$ cat config.mk
export PLATFORM = sky130hd
export DESIGN_NAME = countdown_timer_flat
export DESIGN_NICKNAME = d
export VERILOG_FILES = /design/src/rtl/countdown_timer_pkg.sv /design/src/rtl/countdown_timer_if.sv /design/src/rtl/countdown_timer_prescale_tick.sv /design/src/rtl/countdown_timer.sv /design/src/flat_wrapper.sv
export SDC_FILE = /design/constraint.sdc
export NUM_CORES = 1
export LEC_CHECK = 0
export CORE_AREA = 2 2 39 41
export DETAILED_ROUTE_END_ITERATION = 6
export DIE_AREA = 0 0 41 43
export MAX_ROUTING_LAYER = met4
export PLACE_DENSITY = 0.71
export SLEW_MARGIN = 20
export SYNTH_ARGS = -nofsm -noshare
export SYNTH_HDL_FRONTEND = slang
export SYNTH_SLANG_ARGS = --single-unit
$ cat constraint.sdc
create_clock -name clk -period 1.8 [get_ports clk]
set_input_delay 0.54 -clock clk [delete_from_list [all_inputs] [get_ports clk]]
set_output_delay 0.54 -clock clk [all_outputs]
set_load 0.1 [all_outputs]
$ cat src/rtl/countdown_timer_pkg.sv
// Shared types and constants for the countdown timer.
package countdown_pkg;

  localparam int unsigned DEFAULT_WIDTH = 3;

  typedef enum logic [1:0] {
    IDLE = 2'b00,
    RUN  = 2'b01,
    HOLD = 2'b10
  } state_t;

endpackage

$ cat src/rtl/countdown_timer_if.sv
// Control/status bundle of the countdown timer; master drives controls, slave is the timer.
interface countdown_timer_if
  import countdown_pkg::*;
#(
  parameter int unsigned WIDTH = DEFAULT_WIDTH
);

  logic             load;
  logic [WIDTH-1:0] load_val;
  logic             start;
  logic             pause;
  logic             auto_reload;
  logic [WIDTH-1:0] count;
  logic             busy;
  logic             done;
  logic             zero;

  modport master (
    output load, load_val, start, pause, auto_reload,
    input  count, busy, done, zero
  );

  modport slave (
    input  load, load_val, start, pause, auto_reload,
    output count, busy, done, zero
  );

endinterface

$ cat src/rtl/countdown_timer_prescale_tick.sv
// Prescaler: while en, counts 0..PRESCALE-1 and flags tick on the last value before wrapping.
module prescale_tick #(
  parameter int unsigned PRESCALE = 4
) (
  input  logic clk,
  input  logic rst,
  input  logic clr,
  input  logic en,
  output logic tick
);

  localparam int unsigned PW = (PRESCALE > 2) ? $clog2(PRESCALE) : 1;

  logic [PW-1:0] cnt;

  assign tick = en && (cnt == PW'(PRESCALE - 1));

  always_ff @(posedge clk) begin
    if (rst || clr) begin
      cnt <= '0;
    end else if (en) begin
      cnt <= tick ? '0 : cnt + PW'(1);
    end
  end

endmodule

$ cat src/rtl/countdown_timer.sv
// Loadable down-counter with one-shot/auto-reload modes and pause hold.
// Define TIMER_PRESCALE_EN to decrement once every PRESCALE clocks instead of every clock.
module countdown_timer
  import countdown_pkg::*;
#(
  parameter int unsigned WIDTH    = DEFAULT_WIDTH,
  parameter int unsigned PRESCALE = 4
) (
  input  logic              clk,
  input  logic              rst,
  countdown_timer_if.slave  bus
);

  if (PRESCALE < 2) begin : g_bad_prescale
    $error("countdown_timer: PRESCALE must be >= 2");
  end

  state_t           state;
  logic [WIDTH-1:0] count_q;
  logic [WIDTH-1:0] reload_q;
  logic             busy_q;
  logic             done_q;
  logic             tick;

`ifdef TIMER_PRESCALE_EN
  // Prescaler idles at zero outside RUN and freezes while pausing/holding.
  prescale_tick #(.PRESCALE(PRESCALE)) u_prescale (
    .clk  (clk),
    .rst  (rst),
    .clr  (bus.load || (state == IDLE)),
    .en   ((state == RUN) && !bus.pause),
    .tick (tick)
  );
`else
  assign tick = 1'b1;
`endif

  always_ff @(posedge clk) begin
    if (rst) begin
      state    <= IDLE;
      count_q  <= '0;
      reload_q <= '0;
      busy_q   <= 1'b0;
      done_q   <= 1'b0;
    end else begin
      done_q <= 1'b0;
      if (bus.load) begin
        count_q  <= bus.load_val;
        reload_q <= bus.load_val;
        state    <= IDLE;
        busy_q   <= 1'b0;
      end else begin
        unique case (state)
          IDLE: begin
            if (bus.start && (count_q != '0)) begin
              state  <= RUN;
              busy_q <= 1'b1;
            end
          end
          RUN: begin
            if (bus.pause) begin
              state <= HOLD;
            end else if (tick) begin
              if (count_q > WIDTH'(1)) begin
                count_q <= count_q - WIDTH'(1);
              end else begin
                // Terminal count; a zero reload value falls back to one-shot.
                done_q <= 1'b1;
                if (bus.auto_reload && (reload_q != '0)) begin
                  count_q <= reload_q;
                end else begin
                  count_q <= '0;
                  state   <= IDLE;
                  busy_q  <= 1'b0;
                end
              end
            end
          end
          HOLD: begin
            if (!bus.pause) begin
              state <= RUN;
            end
          end
          default: begin
            state  <= IDLE;
            busy_q <= 1'b0;
          end
        endcase
      end
    end
  end

  assign bus.count = count_q;
  assign bus.busy  = busy_q;
  assign bus.done  = done_q;
  assign bus.zero  = (count_q == '0);

endmodule

$ cat src/flat_wrapper.sv
// flat-port wrapper written by rule: the top's interface ports become plain ports
module countdown_timer_flat import countdown_pkg::*;
#(
  parameter int unsigned WIDTH    = DEFAULT_WIDTH,
  parameter int unsigned PRESCALE = 4
)
  (clk, rst, bus_load, bus_load_val, bus_start, bus_pause, bus_auto_reload, bus_count, bus_busy, bus_done, bus_zero);
  countdown_timer_if #(.WIDTH(WIDTH)) bus_i ();
  input  logic clk;
  input  logic rst;
  input wire logic [$bits(bus_i.load)-1:0] bus_load;
  input wire logic [$bits(bus_i.load_val)-1:0] bus_load_val;
  input wire logic [$bits(bus_i.start)-1:0] bus_start;
  input wire logic [$bits(bus_i.pause)-1:0] bus_pause;
  input wire logic [$bits(bus_i.auto_reload)-1:0] bus_auto_reload;
  output wire logic [$bits(bus_i.count)-1:0] bus_count;
  output wire logic [$bits(bus_i.busy)-1:0] bus_busy;
  output wire logic [$bits(bus_i.done)-1:0] bus_done;
  output wire logic [$bits(bus_i.zero)-1:0] bus_zero;
  assign bus_i.load = bus_load;
  assign bus_i.load_val = bus_load_val;
  assign bus_i.start = bus_start;
  assign bus_i.pause = bus_pause;
  assign bus_i.auto_reload = bus_auto_reload;
  assign bus_count = bus_i.count;
  assign bus_busy = bus_i.busy;
  assign bus_done = bus_i.done;
  assign bus_zero = bus_i.zero;
  countdown_timer #(.WIDTH(WIDTH), .PRESCALE(PRESCALE)) u_core (.clk(clk), .rst(rst), .bus(bus_i));
endmodule
# Word-level counts from Yosys, hierarchy flattened
# Cells that the tools add are included.
[word_totals]
ff_bits = 10
inputBits = 9
wordCells = 48
mem_bits_ro = 0
output_inout_bits = 6
latch_bits = 0
mem_bits_rw = 0
memories = 0
[op_classes]
n_eq_ne = 10
multipliers = 0
n_reduce_logical = 12
shift = 0
div = 0
muxes = 17
n_bitwise = 2
addsub = 1
order_cmp = 1
[ops]
columns = ["operator", "count"]
rows = [
  ["3-bit two-way mux", 5],
  ["2-bit two-way mux", 5],
  ["2-bit != test (second input constant)", 5],
  ["3-bit != test (second input constant)", 2],
  ["2-bit case mux with 3 select lines", 1],
  ["3-bit nonzero test", 2],
  ["1-bit two-way mux", 5],
  ["5-bit AND reduction", 1],
  ["4-bit AND reduction", 1],
  ["4-bit OR reduction", 1],
  ["3-bit by 1-bit greater-than comparator with 1-bit output (second input constant)", 1],
  ["3-bit logical NOT", 1],
  ["1-bit case mux with 3 select lines", 1],
  ["3-bit by 1-bit subtractor with 3-bit output (second input constant)", 1],
  ["2-bit by 1-bit == test with 1-bit output (second input constant)", 1],
  ["2-bit == test (second input constant)", 1],
  ["1-bit logical AND", 2],
  ["2-bit logical NOT", 1],
  ["2-bit by 1-bit != test with 1-bit output (second input constant)", 1],
  ["1-bit NOT", 2],
  ["2-bit AND reduction", 1],
  ["2-bit nonzero test", 1],
  ["2-bit OR reduction", 1],
]

# Logic depth before layout (Yosys ltp)
# Gate-level depths: netlist of run 1.
[depth]
ltp_word = 7
mapped_depth = 6
ltp_nobuf = 6

# Worst setup path before layout of run 1
# No wires, ideal clock.
[synth_path]
kind = "reg2reg"
startpoint = "register u_core.count_q[1] (netlist: u_core.bus.count[1])"
endpoint = "register u_core.busy_q (netlist: u_core.bus.busy)"
t_arrival_ns = 2.669
required_ns = 1.731
n_path_buf = 0
path_stages_with_launch = 7
slack_ns = -0.938
setup_ns = 0.069
cell_sequence = "dfxtp_1 > inv_1 > ha_1 > nor2b_2 > or3b_1 > a2111o_1 > o21ai_2"
[synth_between]
elab_chain_cells = 4
word_cells_on_any_way = 6
classes_between = "order compare: 1; eq/ne: 2; reduce/logical: 3"
[synth_rtl]
columns = ["element", "line", "text"]
rows = [
  ["start: declaration", "countdown_timer.sv:19", "logic [WIDTH-1:0] count_q;"],
  ["start signal: assignment", "countdown_timer.sv:48", "count_q <= bus.load_val;"],
  ["start signal: assignment", "countdown_timer.sv:65", "count_q <= count_q - WIDTH'(1);"],
  ["start signal: assignment", "countdown_timer.sv:70", "count_q <= reload_q;"],
  ["branches (longest 3 deep; another with 3-bit by 1-bit greater-than comparator with 1-bit output)", "-", ""],
  ["5-bit AND reduction (no line) (*)", "-", ""],
  ["end signal: assignment", "countdown_timer.sv:51", "busy_q <= 1'b0;"],
  ["end signal: assignment", "countdown_timer.sv:57", "busy_q <= 1'b1;"],
  ["end signal: assignment", "countdown_timer.sv:74", "busy_q <= 1'b0;"],
  ["end: declaration", "countdown_timer.sv:21", "logic busy_q;"],
]
# Every way passes the cells marked *.
# A chain may end at the register's enable or synchronous reset.

# Worst setup path after layout of run 1
[layout_path]
startpoint = "register u_core.count_q[0] (netlist: u_core.bus.count[0])"
endpoint = "output bus_zero"
[layout_between]
elab_chain_cells = 1
[layout_rtl]
columns = ["element", "line", "text"]
rows = [
  ["3-bit logical NOT", "countdown_timer.sv:96", "assign bus.zero = (count_q == '0);"],
  ["end: declaration", "flat_wrapper.sv:19", "output wire logic [$bits(bus_i.zero)-1:0] bus_zero;"],
]
# No other way between the ends.

==> flow_metrics.env, run 1 <==
export IMPL_route_detailed_drc=0
export IMPL_num_vias=564
export IMPL_setup_slack_ns=0.0996
export IMPL_cts_max_path_buffers=2
export IMPL_post_layout_nonfiller_instances=102
export IMPL_mappedNetlistNets=77
export IMPL_core_rowCount=14
export IMPL_die_width_um=41
export IMPL_regToRegEndpoint="u_core.bus.busy"
export IMPL_setup_tns_ns=0
export IMPL_drive_gt1_share_pct=29.1
export IMPL_critPathLaunchType="flop"
export IMPL_finClkSkew_ns=0.00560
export IMPL_multi_input_comb_area_um2=348
export IMPL_post_drt_via_cell_ratio=5.53
export IMPL_cts_hold_buf=0
export IMPL_p_clk_share_pct=26.1
export IMPL_clock_latency_ns=0.26
export IMPL_cts_tree="built"
export IMPL_grt_first_pass_wirelength_um=2140
export IMPL_synth_top_cells_by_area="dfxtp_1, ha_1, a21oi_1"
export IMPL_floorplan_die_area_um2=1760
export IMPL_r2r_cells=6
export IMPL_cp_data_arrival_time_ns=1.16
export IMPL_pre_repair_dr_iteration_count=5
export IMPL_max_slew_margin_rel_pct=78.4
export IMPL_reg2reg_setup_slack_ns=0.18
export IMPL_area_of_the_core_region_um2=1380
export IMPL_regToRegStartpoint="u_core.bus.count[0]"
export IMPL_time_the_worst_path_needs_with_i_o_delays_and_setup_ns=1.70
export IMPL_p_leak_nw=0.370
export IMPL_cap_viol_max_count=0
export IMPL_worstPathRequired_ns=1.26
export IMPL_area_growth_syn_to_layout_pct=54.7
export IMPL_drt_wl_total_um=1230
export IMPL_initial_antenna_violation_count=0
export IMPL_yosysTopAreaCellShare_pct=35.6
export IMPL_initial_core_util_pct=40.7
export IMPL_syn_inst=65
export IMPL_capturing_element_type_of_the_critical_path="primary output"
export IMPL_routability_congestion_estimate_from_global_placement=0.832
export IMPL_detail_route_wl_per_cell_um=12.0
export IMPL_tritoncts_num_buffers=3
export IMPL_cts_htree_levels=1
export IMPL_clkSlewWorstSetupHoldPaths_ns=0.06
export IMPL_crit_type="reg2out"
export IMPL_layout_filler_cells=116
export IMPL_final_setup_viol_count=0
export IMPL_finalHoldViolCount=0
export IMPL_synth_top_cell_by_area="dfxtp_1"
export IMPL_yosysWarnings=0
export IMPL_final_number_of_max_transition_violations=0
export IMPL_dieHeight_um=43
export IMPL_hold_path_class="reg2reg"
export IMPL_global_route_overflow_total=0
export IMPL_power_frac_comb_pct=32.8
export IMPL_clkSinkCount=10
export IMPL_netlist_cell_type_count=30
export IMPL_regArea_um2=211
export IMPL_grtUsageTotal_pct=18.1
export IMPL_place_worst_setup_slack_ns=-0.0745
export IMPL_maxClockFrequency_ghz=0.588
export IMPL_critical_path_max_fanout=6
export IMPL_placed_wire_length_estimate_after_detailed_placement_um=994
export IMPL_buffer_ports_inserted=14
export IMPL_ctsResizeCount=0
export IMPL_peakVddDrop_mv=0.486
export IMPL_design_final_nets=99
export IMPL_synth_seq_area_share_pct=35.6
export IMPL_switchingPower_mw=0.199
export IMPL_worstMarginPinSlew_ns=0.321
export IMPL_switching_share_pct=32.9
export IMPL_worst_setup_path_endpoint="bus_zero"
export IMPL_placed_cells_incl_taps=98
export IMPL_route_antenna_remaining_nets=0
export IMPL_grt_pass1_vias=520
export IMPL_p_int_mw=0.406
export IMPL_startpoint="u_core.bus.count[0]"
export IMPL_detail_route_iter0_violations=13
export IMPL_ios=15
export IMPL_power_per_cell_area_nw_per_um2=694
export IMPL_post_synth_instance_area_um2=563
export IMPL_final_min_period_over_clock_period_pct=94.5
export IMPL_status="completed"
export IMPL_grt_start_max_net_pins=9
export IMPL_report_power_total_mw=0.604
export IMPL_clk_root_buffer_cell="clkbuf_4"
export IMPL_sequentialPowerShare_pct=41.0
export IMPL_post_synthesis_average_cell_area_um2=8.66
export IMPL_synth_seq_cells=10
export IMPL_n_antenna_cell=0
export IMPL_post_cts_buffers=0
export IMPL_rsz0062_at_grt="false"
worst min path at each step:
stage / start / endpoint / slack [ns] / cells past startpoint
floorplan: u_core.reload_q[1] / u_core.reload_q[1] / 0.46 / 2
finish: u_core.reload_q[1] / u_core.reload_q[1] / 0.49 / 2
CTS: u_core.reload_q[1] / u_core.reload_q[1] / 0.49 / 2
global placement: u_core.reload_q[1] / u_core.reload_q[1] / 0.47 / 2
detailed placement: u_core.reload_q[1] / u_core.reload_q[1] / 0.48 / 2
global route: u_core.reload_q[1] / u_core.reload_q[1] / 0.50 / 2
metrics by stage:
stage | area, µm² | hold WS, ns | util (%)
6_report | 871 | 0.489 | 62.9
5_1_grt | 871 | 0.499 | 62.9
4_1_cts | 871 | 0.486 | 62.9
3_5_place_dp | 845 | 0.475 | 61.0
3_3_place_gp | 845 | 0.471 | 61.0
2_1_floorplan | 597 | 0.459 | -
final cells by class:
type                       instances  area share (%)
clock buffer                       4            3.02
multi-input combinational         47            39.9
timing repair buffer              19            27.3
sequential                        10            24.3
inverter                           6            3.16
tap                               16            2.30
cell usage in the layout (no fill, tap or decap), types with 2 or more instances in the layout:
master / n
a21oi_1: 6
and3_1: 3
buf_12: 6
buf_4: 5
clkbuf_4: 3
clkdlybuf4s50_1: 8
dfxtp_1: 7
dfxtp_4: 3
ha_1: 2
inv_1: 4
inv_4: 2
nand2_1: 4
nand2b_1: 3
nand3_1: 2
nor2_1: 5
o21bai_1: 2
flip-flops by register name, indices dropped and copies added (netlist names):
register          cells
u_core.bus.count      3
u_core.reload_q       3
u_core.state          2
u_core.bus.busy       1
u_core.bus.done       1
cell usage after synthesis, drive strengths merged:
cell	count
a21oi	6
nand2b	3
dfxtp	10
a221oi	1
o21bai	2
o21ai	2
xor2	1
nand3	2
nor2b	1
o21a	1
o22ai	1
or3b	1
a221o	1
and3b	1
a311oi	1
buf	2
nor2	5
a2111o	1
nand2	4
and2b	1
o31a	1
o211ai	1
ha	3
mux2i	1
nor3b	1
nand3b	1
o31ai	1
inv	6
and3	3
power groups by stage:
stage	combinational [mW]	sequential, mW	clock, mW
floorplan	0.0855	0.288	0
global placement	0.196	0.252	0
detailed placement	0.198	0.253	0
CTS	0.199	0.248	0.163
global route	0.213	0.250	0.182
finish	0.198	0.248	0.158
worst max-delay path: stages, from the launching register on:
cell and delay [ns]:
dfxtp_4 0.38, inv_4 0.07, ha_4 0.12, nor2b_4 0.15
buf_12 0.18
metal layers:
metal	wire (µm)	track usage, %	share of wire, %	vias up
li1	-	-	-	277
met1	548	21.5	45	268
met2	611	27.5	50	15
met3	38	3.14	3.1	4
met4	31	10.0	2.5	0
met5	0	-	0	-
kinds of logic (layout without fill, tap and decap cells):
group | Yosys count | count (layout) | share of synthesized area, %
adder cells (fa/ha/maj) | 3 | 3 | 6.67
buffers and inverters | 8 | 29 | 5.78
XOR/XNOR | 1 | 1 | 1.56
AO/OA/AOI/OAI | 19 | 19 | 24.2
flip-flops | 10 | 10 | 35.6
AND/OR/NAND/NOR | 23 | 23 | 24.4
multiplexers | 1 | 1 | 1.78
(Power assumes the default switching activity.)
==> inputs of run 2 (changes only) <==
--- a/config.mk
+++ b/config.mk
@@ -14,3 +14,4 @@
 export SYNTH_ARGS = -nofsm -noshare
 export SYNTH_HDL_FRONTEND = slang
 export SYNTH_SLANG_ARGS = --single-unit
+export TNS_END_PERCENT = 30
==> results of run 2 <==
Same layout as run 1: the final DEF is identical, and so are final timing and power.
